**src/rtl/fifo_if.sv**
```systemverilog
`default_nettype none
// ============================================================================
// Module      : fifo_if
// Description : Write/read handshake and status bundle for the byte FIFO.
//               The master side is the producer/consumer pair. The slave
//               side is the FIFO itself.
// Revision    : 1.0 - initial release
// ============================================================================
interface fifo_if #(
  parameter int DATA_WIDTH = 8
);

  logic                  WREN;
  logic                  RDEN;
  logic [DATA_WIDTH-1:0] data_in;
  logic                  full;
  logic                  empty;
  logic [DATA_WIDTH-1:0] data_out;

  modport master (
    output WREN,
    output RDEN,
    output data_in,
    input  full,
    input  empty,
    input  data_out
  );

  modport slave (
    input  WREN,
    input  RDEN,
    input  data_in,
    output full,
    output empty,
    output data_out
  );

endinterface
`default_nettype wire

```
**src/rtl/fifo.sv**
```systemverilog
`default_nettype none
// ============================================================================
// Module      : fifo
// Description : Single-clock synchronous FIFO with registered read data.
//               Flags are decoded from an occupancy counter. Reads have one
//               cycle of latency, and there is no write-to-read bypass.
// Revision    : 1.0 - initial release
// ============================================================================
module fifo #(
  parameter int DATA_WIDTH = 8,
  parameter int DEPTH      = 8
) (
  input  logic   clk,
  input  logic   rst,
  fifo_if.slave  bus
);

  localparam int ADDR_WIDTH = $clog2(DEPTH);

  localparam logic [ADDR_WIDTH:0]   COUNT_FULL = (ADDR_WIDTH+1)'(DEPTH);
  localparam logic [ADDR_WIDTH:0]   COUNT_ONE  = (ADDR_WIDTH+1)'(1);
  localparam logic [ADDR_WIDTH:0]   COUNT_ZERO = '0;
  localparam logic [ADDR_WIDTH-1:0] PTR_ONE    = ADDR_WIDTH'(1);

  // Storage array (not reset: contents are unreachable until rewritten)
  logic [DATA_WIDTH-1:0] mem_q [DEPTH];

  logic [ADDR_WIDTH-1:0] wr_ptr_q, wr_ptr_d;
  logic [ADDR_WIDTH-1:0] rd_ptr_q, rd_ptr_d;
  logic [ADDR_WIDTH:0]   count_q,  count_d;
  logic [DATA_WIDTH-1:0] data_out_q, data_out_d;

  logic full_w;
  logic empty_w;
  logic wr_ok;
  logic rd_ok;

  // Flags come from the registered count only. They therefore reflect
  // pre-edge state, which is what gates acceptance below.
  assign full_w  = (count_q == COUNT_FULL);
  assign empty_w = (count_q == COUNT_ZERO);

  // A write while full is dropped and a read while empty is ignored.
  assign wr_ok = bus.WREN & ~full_w;
  assign rd_ok = bus.RDEN & ~empty_w;

  assign bus.full     = full_w;
  assign bus.empty    = empty_w;
  assign bus.data_out = data_out_q;

  // Next-state for pointers, occupancy and read data. Pointers wrap naturally.
  always_comb begin
    wr_ptr_d   = wr_ptr_q;
    rd_ptr_d   = rd_ptr_q;
    count_d    = count_q;
    data_out_d = data_out_q;

    if (wr_ok) begin
      wr_ptr_d = wr_ptr_q + PTR_ONE;
    end

    if (rd_ok) begin
      rd_ptr_d   = rd_ptr_q + PTR_ONE;
      data_out_d = mem_q[rd_ptr_q];
    end

    case ({wr_ok, rd_ok})
      2'b10:   count_d = count_q + COUNT_ONE;
      2'b01:   count_d = count_q - COUNT_ONE;
      default: count_d = count_q;
    endcase
  end

  // Control state register. Reset wins over any same-cycle request.
  always_ff @(posedge clk) begin
    if (rst) begin
      wr_ptr_q   <= '0;
      rd_ptr_q   <= '0;
      count_q    <= '0;
      data_out_q <= '0;
    end else begin
      wr_ptr_q   <= wr_ptr_d;
      rd_ptr_q   <= rd_ptr_d;
      count_q    <= count_d;
      data_out_q <= data_out_d;
    end
  end

  // Array write port. A write in the reset cycle is discarded.
  always_ff @(posedge clk) begin
    if (!rst && wr_ok) begin
      mem_q[wr_ptr_q] <= bus.data_in;
    end
  end

endmodule
`default_nettype wire

```
**src/flat_wrapper.sv**
```systemverilog
// flat-port wrapper written by rule: the top's interface ports become plain ports
module fifo_flat 
#(
  parameter int DATA_WIDTH = 8,
  parameter int DEPTH      = 8
)
  (clk, rst, bus_WREN, bus_RDEN, bus_data_in, bus_full, bus_empty, bus_data_out);
  fifo_if #(.DATA_WIDTH(DATA_WIDTH)) bus_i ();
  input  logic clk;
  input  logic rst;
  input wire logic [$bits(bus_i.WREN)-1:0] bus_WREN;
  input wire logic [$bits(bus_i.RDEN)-1:0] bus_RDEN;
  input wire logic [$bits(bus_i.data_in)-1:0] bus_data_in;
  output wire logic [$bits(bus_i.full)-1:0] bus_full;
  output wire logic [$bits(bus_i.empty)-1:0] bus_empty;
  output wire logic [$bits(bus_i.data_out)-1:0] bus_data_out;
  assign bus_i.WREN = bus_WREN;
  assign bus_i.RDEN = bus_RDEN;
  assign bus_i.data_in = bus_data_in;
  assign bus_full = bus_i.full;
  assign bus_empty = bus_i.empty;
  assign bus_data_out = bus_i.data_out;
  fifo #(.DATA_WIDTH(DATA_WIDTH), .DEPTH(DEPTH)) u_core (.clk(clk), .rst(rst), .bus(bus_i));
endmodule
```
**config.mk**
```make
export PLATFORM = sky130hd
export DESIGN_NAME = fifo_flat
export DESIGN_NICKNAME = d
export VERILOG_FILES = /design/src/rtl/fifo_if.sv /design/src/rtl/fifo.sv /design/src/flat_wrapper.sv
export SDC_FILE = /design/constraint.sdc
export NUM_CORES = 1
export LEC_CHECK = 0
export CORE_UTILIZATION = 28
export DETAILED_ROUTE_END_ITERATION = 10
export PLACE_DENSITY_LB_ADDON = 0.05
export SYNTH_ARGS = -nofsm -noshare
export SYNTH_HDL_FRONTEND = slang
export SYNTH_SLANG_ARGS = --single-unit
```
**constraint.sdc**
```tcl
create_clock -name clk -period 3.25 [get_ports clk]
set_clock_uncertainty 0.1 [all_clocks]
set_input_delay 0.65 -clock clk [delete_from_list [all_inputs] [get_ports clk]]
set_output_delay 0.65 -clock clk [all_outputs]
set_load 0.05 [all_outputs]
```
==> results.toml, run 1 <==
[status]
status = "finished clean"

[clock_tree]
post_cts_buffers = 0
cts_resized = 0
cts_root_buf = "clkbuf_16"
cts.sinks = 82
ctsHtreeMaxLevel = 3
cts_buffers = 9
clk-insertion-delay-late_ps = 330
cts.path.max_buffers = 2
tritoncts = "done"
ctsHoldBuffers = 0
clk_pin_slew_ps = 70

[timing]
max_slew_margin_pct = 31.87
finalSetupViolCount = 0
hold_viol = 0
max_freq_mhz = 326.0
min_period_ps = 3068
hold_ws_ps = 397.2
tightest_slew_ps = 1021
rsz0062_at_grt = "no"
maxSlewViolCount = 0
fin_ws_ps = 182.2
setup_tns_ps = 0
finalCritPeriodShare_pct = 94.39

[route]
drt-initial-drc-count = 111
antenna_left = 0
routed_wl_um = 6998
post-route-drc-count = 0
dr_total_vias = 1768
first_pass_iters = 4
wire_per_inst_um = 18.71
viasPerCell = 4.727

[power]
p_per_area_nw_per_um2 = 813.7
total_power_mw = 3.246
peakVddDrop_mv = 0.5063
leakagePower_nw = 1.296

[worst_setup_path]
timing.rr.start = "u_core.count_q[0]"
worstSetupPathType = "reg -> out"
reg2reg_depth = 8
path_cells = "or4b_1 -> inv_1 -> clkdlybuf4s50_1"
cpPeakStageDelay_ps = 800
critical_path_buf_inv_count = 2
critPathRequiredTime_ps = 2500
cp.arrival_ps = 2320
path_delay_family = "buffers and inverters"
cp_max_fo = 6
r2r_slack_ps = 360
critPathLaunchType = "flop"
reg2reg_to = "u_core.count_q[3]"
crit_path_top_delay_cell = "clkdlybuf4s50_1"
cp-end-kind = "output port"
critPathLaunch = "u_core.count_q[0]"

[yosys]
yosysTopAreaCell = "edfxtp_1"
ys_seq_elements = 82
ys_top_cells_by_area = "edfxtp_1, dfxtp_1, mux4_2, nor2_1, nor3_2"
yosysMostFrequentCell = "edfxtp_1"
yosys.area.top_type_share_pct = 58.43
syn_inst = 193
syn_nets = 211
synth_edf_count = 64
synthesis.area_um2 = 3289
synth.distinct_cells = 35
synthTopCellsByCount = "edfxtp_1, nor2_1, dfxtp_1"
ys_warn_count = 0
synth-async-reset-ratio_pct = 0
synth_top_flop_cell = "edfxtp_1"
avgSynthCellArea_um2 = 17.04
ys_seq_area_share_pct = 69.38

[hold_path]
hold-path-endpoint = "u_core.bus.data_out[7]"
hold_start = "u_core.bus.data_out[7]"
min_path_cells = 2
hold_class = "reg -> reg"

[layout]
nFillCells = 1097
diodes = 0
fin_cells = 374
drive_gt1_share_pct = 25.11
syn_to_final_growth_pct = 21.26
final_area_um2 = 3989
postLayoutCoreUtil_pct = 34.93
finish.net_count = 244

[place]
dpl.cell_count = 358
numPortBuffers = 21
place_congestion = 0.7618
post_dp_cell_area_um2 = 3700
dp_hpwl_um = 4391
dpl_worst_slack_ps = 133.9

[global_route]
grtUsageTotal_pct = 13.09
grt_pass1_vias = 1944
antenna_found_initial = 0
grt_max_degree = 19
grt_pass1_wl_um = 10950
globalRouteOverflowTotal = 0

[die]
start_util_pct = 28.81
num_rows = 39
core-area_um2 = 11420
die_h_um = 110.4
die_area_um2 = 12180
chipWidth_um = 110.4
ios = 22

[flow_run]
drv_cap = 0
[registers in the layout, summed over array words and instances, names as in the netlist]
register / cells
u_core.mem_q: 64
u_core.bus.data_out: 8
u_core.count_q: 4
u_core.rd_ptr_q: 3
u_core.wr_ptr_q: 3
[cells by family after synthesis]
kind of cell / count (synthesis) / share of synthesized area, %
AOI/OAI and AO/OA: 16 / 3.119
xor gates and xnor gates: 6 / 1.826
adders and majority gates: 6 / 2.510
buffers and inverters: 14 / 2.510
DFF: 82 / 69.38
muxes: 17 / 11.26
and+or+nand+nor: 52 / 9.395
[placed cells by master (no fill, tap or decap), drive strengths merged, types with 4 or more instances in the layout]
master	count
edfxtp	64
mux4	16
ha	5
clkdlybuf4s50	21
nor2	23
xor2	5
clkbuf	10
inv	6
nand2	6
a21oi	6
nand3	4
o22ai	8
buf	11
dfxtp	18
nor3	11
[cell type report]
| cell class | count | area [um^2] | share of cell area [%] |
|---|---|---|---|
| flip-flops and latches | 82 | 2282 | 57.21 |
| well taps | 143 | 178.9 | 4.486 |
| clock inverters | 6 | 50.05 | 1.255 |
| clock buffers | 10 | 239.0 | 5.991 |
| inverters | 4 | 15.01 | 0.3764 |
| multi-input cells | 97 | 930.9 | 23.34 |
| repair buffers | 32 | 292.8 | 7.340 |
[per-layer routing]
| layer | vias up | track usage (%) | wire [um] |
|---|---|---|---|
| met1 | 927 | 16.59 | 3219 |
| li1 | 813 | - | - |
| met3 | 6 | 3.057 | 185 |
| met2 | 22 | 21.25 | 3504 |
| met5 | - | 0 | 0 |
| met4 | 0 | 5.921 | 90 |
[worst min-delay path: stages (launching register included)]
cell	delay, ps
dfxtp_1	330
nor2_1	50
nor3_2	80
[where the power goes]
group	switching, mW	internal, mW
Clock	0.426	0.548
Sequential	0.0847	1.23
Combinational	0.566	0.394
[worst max-delay path by stage]
stage / endpoint / slack [ps] / cells after the start
floorplan: bus_empty / 620 / 1
global placement: u_core.count_q[3] / 250 / 8
detailed placement: u_core.count_q[3] / 130 / 8
CTS: bus_full / 160 / 3
global route: bus_full / 90 / 3
finish: bus_full / 180 / 3
Power figures use the tool's default switching activity.
==> run 2: changes to the inputs <==
--- a/config.mk
+++ b/config.mk
@@ -5,6 +5,8 @@
 export SDC_FILE = /design/constraint.sdc
 export NUM_CORES = 1
 export LEC_CHECK = 0
+export CELL_PAD_IN_SITES_DETAIL_PLACEMENT = 1
+export CELL_PAD_IN_SITES_GLOBAL_PLACEMENT = 1
 export CORE_UTILIZATION = 28
 export DETAILED_ROUTE_END_ITERATION = 10
 export PLACE_DENSITY_LB_ADDON = 0.05
==> constraint.sdc (replaced) <==
create_clock -name clk -period 3.1 [get_ports clk]
set_clock_uncertainty 0.1 [all_clocks]
set_input_delay 0.62 -clock clk [delete_from_list [all_inputs] [get_ports clk]]
set_output_delay 0.62 -clock clk [all_outputs]
set_load 0.05 [all_outputs]
==> run 2 against run 1 <==
Effect of this change: first-iteration DRC count decreased by 44%; combinational power up 5%; core utilization increased by 0.12 points; wire length is 6.1% higher; cell count up 0.27%; design area rose by 0.34%; largest power group unchanged; hold slack improved by 2.2 ps.
==> results.toml, run 2 (same netlist as run 1, synthesis figures left out) <==
[status]
status = "finished clean"

[clock_tree]
post_cts_buffers = 0
ctsHoldBuffers = 0
ctsHtreeMaxLevel = 3
cts_root_buf = "clkbuf_16"
cts.sinks = 82
clk-insertion-delay-late_ps = 330
cts.path.max_buffers = 2
clk_pin_slew_ps = 60
cts_buffers = 9
cts_resized = 0
tritoncts = "done"

[global_route]
grtUsageTotal_pct = 13.90
antenna_found_initial = 0
grt_pass1_vias = 1943
globalRouteOverflowTotal = 0
grt_pass1_wl_um = 11380
grt_max_degree = 19

[layout]
final_common_cell = "edfxtp_1"
top_register = "u_core.mem_q"
final_area_um2 = 4003
diodes = 0
nFillCells = 1169
postLayoutCoreUtil_pct = 35.05
fin_cells = 375
syn_to_final_growth_pct = 21.68
largest_register_ff_count = 64
finish.net_count = 245
drive_gt1_share_pct = 25.43
final_cell_mix = "edfxtp_1, nor2_1, clkdlybuf4s50_1"

[worst_setup_path]
path_cells = "or4b_1 -> nand2_8 -> ha_1 -> ha_1 -> a21oi_1 -> a21oi_1 -> or4_1 -> a21oi_1"
cp.arrival_ps = 3080
critical_path_buf_inv_count = 0
path_delay_family = "simple AND/OR/NAND/NOR gates"
worstSetupPathType = "reg -> reg"
critPathRequiredTime_ps = 3260
cp_max_fo = 6
cp_common_cell = "a21oi_1"
cpPeakStageDelay_ps = 740
crit_path_top_delay_cell = "or4b_1"
cp-end-kind = "flop"
critPathLaunchType = "flop"

[die]
die_h_um = 110.4
ios = 22
core-area_um2 = 11420
chipWidth_um = 110.4
die_area_um2 = 12180
num_rows = 39
start_util_pct = 28.81

[route]
first_pass_iters = 4
drt-initial-drc-count = 62
viasPerCell = 4.739
dr_total_vias = 1777
antenna_left = 0
post-route-drc-count = 0
wire_per_inst_um = 19.81
routed_wl_um = 7428

[power]
leakagePower_nw = 1.304
p_switching_mw = 1.088
switching_share_pct = 31.70
p_seq_share_pct = 40.0
p_per_area_nw_per_um2 = 857.3
peakVddDrop_mv = 0.4191
power_frac_comb_pct = 29.3
p_clk_share_pct = 30.6
p_int_mw = 2.344

[timing]
hold_viol = 0
min_period_ps = 2923
setup_tns_ps = 0
max_freq_mhz = 342.1
max_slew_margin_pct = 36.70
maxSlewViolCount = 0
tightest_slew_ps = 948.1
hold_ws_ps = 399.4
finalSetupViolCount = 0
finalCritPeriodShare_pct = 94.29
rsz0062_at_grt = "no"

[flow_run]
drv_cap = 0

[hold_path]
hold_class = "reg -> reg"

[place]
dpl.cell_count = 359
place_congestion = 0.7316
post_dp_cell_area_um2 = 3705
numPortBuffers = 21
dp_hpwl_um = 4789
## run 2: path summary, 6_finish.rpt
| kind | startpoint | end | slack [ps] | depth (start not counted) |
|---|---|---|---|---|
| worst max register to register | u_core.count_q[0] | u_core.count_q[3] | 180 | 8 |
| worst min register to register | u_core.bus.data_out[7] | u_core.bus.data_out[7] | 400 | 2 |
| worst max-delay path | u_core.count_q[0] | u_core.count_q[3] | 180 | 8 |
| worst min-delay path | u_core.bus.data_out[7] | u_core.bus.data_out[7] | 400 | 2 |
## run 2: per-layer routing
metal	vias to the layer above	track usage (%)	wire length, um
met1	915	16.67	3270
li1	815	-	-
met2	36	23.07	3772
met5	-	0	0
met3	11	3.704	222
met4	0	6.861	163
## run 2: cell type report
type,instances,area [um^2],share of cell area (%)
well taps,143,178.9,4.470
flip-flops and latches,82,2282,57.02
inverters,4,15.01,0.3751
multi-input cells,97,930.9,23.26
clock inverters,5,55.05,1.375
clock buffers,11,242.7,6.064
repair buffers,33,297.8,7.440
## run 2: worst reg2reg max path, cell delays in order, from the launching register on
cell and delay (ps):
dfxtp_1 370, or4b_1 740, nand2_8 150, ha_1 200, ha_1 290, a21oi_1 240
a21oi_1 130, or4_1 470, a21oi_1 160
## run 2: per-stage QoR
step / total power [mW] / setup slack, ps
CTS: 3.491 / 193.2
floorplan: 2.147 / 501.9
finish: 3.432 / 177.1
detailed placement: 2.426 / 6.895
global placement: 2.391 / 196.2
global route: 3.605 / 71.36
## run 2: power by group through the flow
stage / sequential (mW) / clock [mW] / combinational, mW
after floorplan: 1.53 / 0 / 0.622
after global placement: 1.39 / 0 / 1.00
after detailed placement: 1.40 / 0 / 1.03
after CTS: 1.37 / 1.09 / 1.03
after global routing: 1.39 / 1.12 / 1.10
final: 1.37 / 1.05 / 1.01
==> variant 1 (config.mk and constraints of run 1) <==
Make the reset (`rst`) asynchronous in one clocked block.
--- a/src/rtl/fifo.sv
+++ b/src/rtl/fifo.sv
@@ -73,5 +73,5 @@
 
   // Control state register. Reset wins over any same-cycle request.
-  always_ff @(posedge clk) begin
+  always_ff @(posedge clk or posedge rst) begin
     if (rst) begin
       wr_ptr_q   <= '0;
Formal check against the unedited RTL: differs if rst is asserted again (counterexample within 4 cycles, from zero or initial values and one cycle with rst high); with rst held inactive, the same outputs for 10 cycles.
==> variant 1 against run 1 <==
- register-to-register slack improved by 0.36 ns
- largest cell class unchanged
- routed wire length up 5.7%
- sequential cell count stayed put
- highest routed layer unchanged
- synthesized cell count increased by 14%
- area after synthesis is 3.9% higher
- non-clock buffer count up 1
- count of clock-buffer cells in the layout is 1 lower
- hold slack lost 0.014 ns
- cell area is 3.1% higher
- setup slack better by 0.24 ns
- total power is 15% higher
==> variant 1: results (changes against run 1) <==
- The net count after synthesis came to 238 (was 211).
- Total routed wire length on the met1 layer: 3630 microns (was 3220 microns)
- Detail Route met2 WL: 3510 microns (was 3500 microns)
- M3 GR Usage: 4.54% (was 3.06%)
- The ratio of cells with drive above 1 in the final layout was 17.4% (was 25.1%).
- The class of the worst hold path is flop to flop (unchanged).
- Top cell family by delay on the critical path: buffers and inverters (unchanged)
- Post-detailed-placement half-perimeter wirelength: 4470 microns (was 4390 microns)
* Cells taking the most area after synthesis: edfxtp_1 56%, dfrtp_1 13%, mux2i_1 5.0%, mux2_2 4.9%, nand2_1 2.5% (was edfxtp_1 58%, dfxtp_1 11%, mux4_2 11%, nor2_1 2.6%, nor3_2 2.4%)
* Total of fill cells in the finished design: 1116 (was 1097)
- The reg-to-reg startpoint is u_core.count_q[0]$_DFFE_PP0P_ (was u_core.count_q[0]$_SDFFE_PP0P_).
- The final estimated routing congestion in global placement was 0.741 (was 0.762).
- Sequential share of the synthesized area: 69.4% (about the same)
- Met2 track demand over resource in global routing: 20.1% (was 21.3%)
- Port Buffers: 21 (unchanged)
- Dpl ws: 0.297 ns (was 0.134 ns)
- The detailed router's first-iteration violation count is 93 (was 111).
- The endpoint arrival time on the critical path is 2.08 ns (was 2.32 ns).
* GRT Total Usage: 12.8% (was 13.1%)
- Wire length on met3: 206 microns (was 185 microns)
- The nature of the critical path startpoint is a flop (unchanged).
- Final routed wirelength across all metal layers: 7400 microns (was 7000 microns)
* Pin slew with the least headroom to its limit: 0.897 ns (was 1.02 ns)
- Maximum number of pins on one net before global-route repair: 35 (was 19)
* Synth cell types: 38 (was 35)
- The number of nets in the layout came to 272 (was 244).
- The worst supply voltage drop on vdd is 0.267 mV (was 0.506 mV).
* Status: finished clean (unchanged)
- Met1 Usage GRT: 16.7% (was 16.6%)
* Clock slew seen by the registers of the worst setup and hold paths: 0.07 ns (about the same)
- Crit path largest cell delay: 0.79 ns
- Top cells by instance count after synthesis: 64 x edfxtp_1, 23 x nand2_1, 18 x dfrtp_1, 17 x mux2i_1, 15 x mux2_2 (was 64 x edfxtp_1, 23 x nor2_1, 18 x dfxtp_1, 16 x mux4_2)
- The worst hold path startpoint is u_core.bus.data_out[1]$_DFFE_PP0N_ (was u_core.bus.data_out[7]$_SDFFE_PP0N_).
* Total via count in the routed design: 1873 (was 1768)
- The fraction of registers with async set/reset was 22.0% (was 0%).
- Global-route wire length before repair: 11300 microns (was 11000 microns)
variant 1: cell types whose count changed in the layout (fill, tap and decap cells not counted), sizes merged, moves of 9 or more:
cell and delta:
mux2i +16, mux4 -16, dfrtp +18, nor2 -15, mux2 +16, nand2 +17, dfxtp -18, o21ai +9
variant 1: per-stage QoR:
stage	instances	area, sq um
global placement	386	3820
finish	402	4110
detailed placement	386	3820
global route	402	4110
floorplan	220	3420
CTS	402	4110
variant 1: cells by family after synthesis:
group | Yosys count | share of synthesized area (%)
AO/OA/AOI/OAI | 30 | 6.77
XOR/XNOR | 6 | 1.54
adder cells (fa/ha/maj) | 6 | 2.42
buffers and inverters | 16 | 3.33
flip-flops | 82 | 69.4
multiplexers | 33 | 10.2
AND/OR/NAND/NOR | 47 | 6.30
variant 1: cell type report:
| cell class | count | area share [%] |
|---|---|---|
| clock buffers | 9 | 5.48 |
| clock inverters | 7 | 1.64 |
| inverters | 6 | 0.548 |
| multi-input cells | 122 | 23.0 |
| flip-flops and latches | 82 | 57.7 |
| well taps | 143 | 4.35 |
| repair buffers | 33 | 7.30 |
variant 1: where the power goes:
group / switching (mW) / internal, mW / total (mW)
clock: 0.416 / 0.592 / 1.01
sequential: 0.151 / 1.31 / 1.46
combinational: 0.755 / 0.520 / 1.28
variant 1: worst paths after layout:
path	depth (start not counted)	to	slack (ns)
max	3	bus_full	0.42
max in group asynchronous	3	u_core.bus.data_out[5]$_DFFE_PP0N_	2.13
min	2	u_core.bus.data_out[1]$_DFFE_PP0N_	0.38
min reg2reg	2	u_core.bus.data_out[1]$_DFFE_PP0N_	0.38
max reg2reg	8	u_core.count_q[3]$_DFFE_PP0P_	0.72
min in group asynchronous	3	u_core.wr_ptr_q[1]$_DFFE_PP0N_	0.68
==> variant 2 (config.mk and constraints of run 1) <==
Without the edit above. `DEPTH` is set to 8 in 2 places; all go to 4.
--- a/src/rtl/fifo.sv
+++ b/src/rtl/fifo.sv
@@ -9,5 +9,5 @@
 module fifo #(
   parameter int DATA_WIDTH = 8,
-  parameter int DEPTH      = 8
+  parameter int DEPTH      = 4
 ) (
   input  logic   clk,
--- a/src/flat_wrapper.sv
+++ b/src/flat_wrapper.sv
@@ -3,5 +3,5 @@
 #(
   parameter int DATA_WIDTH = 8,
-  parameter int DEPTH      = 8
+  parameter int DEPTH      = 4
 )
   (clk, rst, bus_WREN, bus_RDEN, bus_data_in, bus_full, bus_empty, bus_data_out);
Behaviour: not the same (Yosys sat finds a counterexample within 10 cycles, from zero or initial values and one cycle with rst high).
==> variant 2 against run 1 <==
- the flow now finishes with violations (DRC)
- synthesized cell count fell by 34%
- setup slack improved by 0.31 ns
- routed wire length fell by 50%
- cell area fell by 43%
- die area fell by 42%
- area after synthesis fell by 43%
- cell count fell by 39%
- total power fell by 48%
- count of clock-buffer cells in the layout fell by 5
- non-clock buffer count fell by 10
- sequential power fell by 39%
- sequential cell count fell by 35
- critical path type unchanged
- largest cell class unchanged
- highest routed layer unchanged
==> variant 2: results (changes against run 1) <==
- Status: complete, but fails checks (was finished clean)
- Violated checks: DRC
- Hold path startpoint: u_core.bus.data_out[4]$_SDFFE_PP0N_ (was u_core.bus.data_out[7]$_SDFFE_PP0N_)
- The largest net degree at the start of global routing is 17 (was 19).
* Comb pwr share: 32.3% (was 29.6%)
- Sequential cell area: 1260 sq um (was 2280 sq um)
* Fraction of final layout cells sized beyond drive strength 1: 17.0% (was 25.1%)
- The non-clock inverter instance count of the final layout came to 9 (was 4).
- End point of the worst hold path: u_core.bus.data_out[4]$_SDFFE_PP0N_ (was u_core.bus.data_out[7]$_SDFFE_PP0N_)
- The routed wire length is 3530 microns (was 7000 microns).
- Psw: 0.605 mW (was 1.08 mW)
- The number of flops mapped to enable cells by yosys was 32 (was 64).
* Signal buffers: 22 (was 32)
- The overall global routing resource usage came to 11.0% (was 13.1%).
* Dpl ws: 0.345 ns (was 0.134 ns)
- The detailed router's first-iteration violation count was 37 (was 111).
* Tightest slew margin relative to the limit: 41.6% (was 31.9%)
* Top cells by instance count after synthesis: 32 x edfxtp_1, 17 x nand2_1, 15 x dfxtp_1, 11 x a21oi_1, 8 x mux4_2 (was 64 x edfxtp_1, 23 x nor2_1, 18 x dfxtp_1, 16 x mux4_2)
* Cts bufs inserted: 5 (was 9)
- Placed cell count: 222 (was 358)
* Routed wire per std cell: 15.3 microns (was 18.7 microns)
- Number of nets in the finished design: 170 (was 244)
- The residual DRC count is 3 (was 0).
- Placed Instance Area: 2170 sq um (was 3700 sq um)
- Routability congestion estimate from global placement: 0.699 (was 0.762)
- Gate Count Post-Synth: 128 (was 193)
* Via count of the first global-routing pass: 1093 (was 1944)
- The time the final worst path needs with I/O delays and setup was 2.76 ns (was 3.07 ns).
- The layout-stage area growth over the synthesis result was 19.8% (was 21.3%).
* Number of flip-flops under the largest register name: 32 (was 64)
- The mean area per synthesized cell is 14.7 sq um (was 17.0 sq um).
- The global-route met2 utilization came to 19.7% (was 21.3%).
- The number of fillers in the final layout was 630 (was 1097).
- Cells taking the most area after synthesis: edfxtp_1 51%, dfxtp_1 16%, mux4_2 9.6%, nand2_1 3.4%, ha_1 3.3% (was edfxtp_1 58%, dfxtp_1 11%, mux4_2 11%, nor2_1 2.6%, nor3_2 2.4%).
- The met1 usage in global routing is 12.7% (was 16.6%).
## variant 2: cell types whose count changed after synthesis, moves of 3 or more
cell,delta
a21oi_1,+6
mux4_2,-8
nand2_1,+14
dfxtp_1,-3
and2_1,+4
nor3_2,-7
nor2_1,-19
edfxtp_1,-32
o22ai_1,-8
## variant 2: logic make-up (layout without fill, tap and decap cells)
family | after synthesis | in the layout | synth area share [%]
flip-flops | 47 | 47 | 66.9
AND/OR/NAND/NOR | 32 | 32 | 8.09
AO/OA/AOI/OAI | 18 | 18 | 5.77
buffers and inverters | 14 | 39 | 3.92
multiplexers | 8 | 8 | 9.56
adder cells (fa/ha/maj) | 6 | 6 | 4.38
XOR/XNOR | 3 | 3 | 1.39
## variant 2: layer usage
metal  vias up  wire, microns
li1        506              -
met2        15           1840
met3         5            110
met1       519           1540
met5         -              0
met4         0             40
## variant 2: critical path, cell delays in order (launching register included)
cell,delay [ns]
dfxtp_1,0.40
or3b_4,0.44
clkinv_4,0.08
clkdlybuf4s50_1,0.79
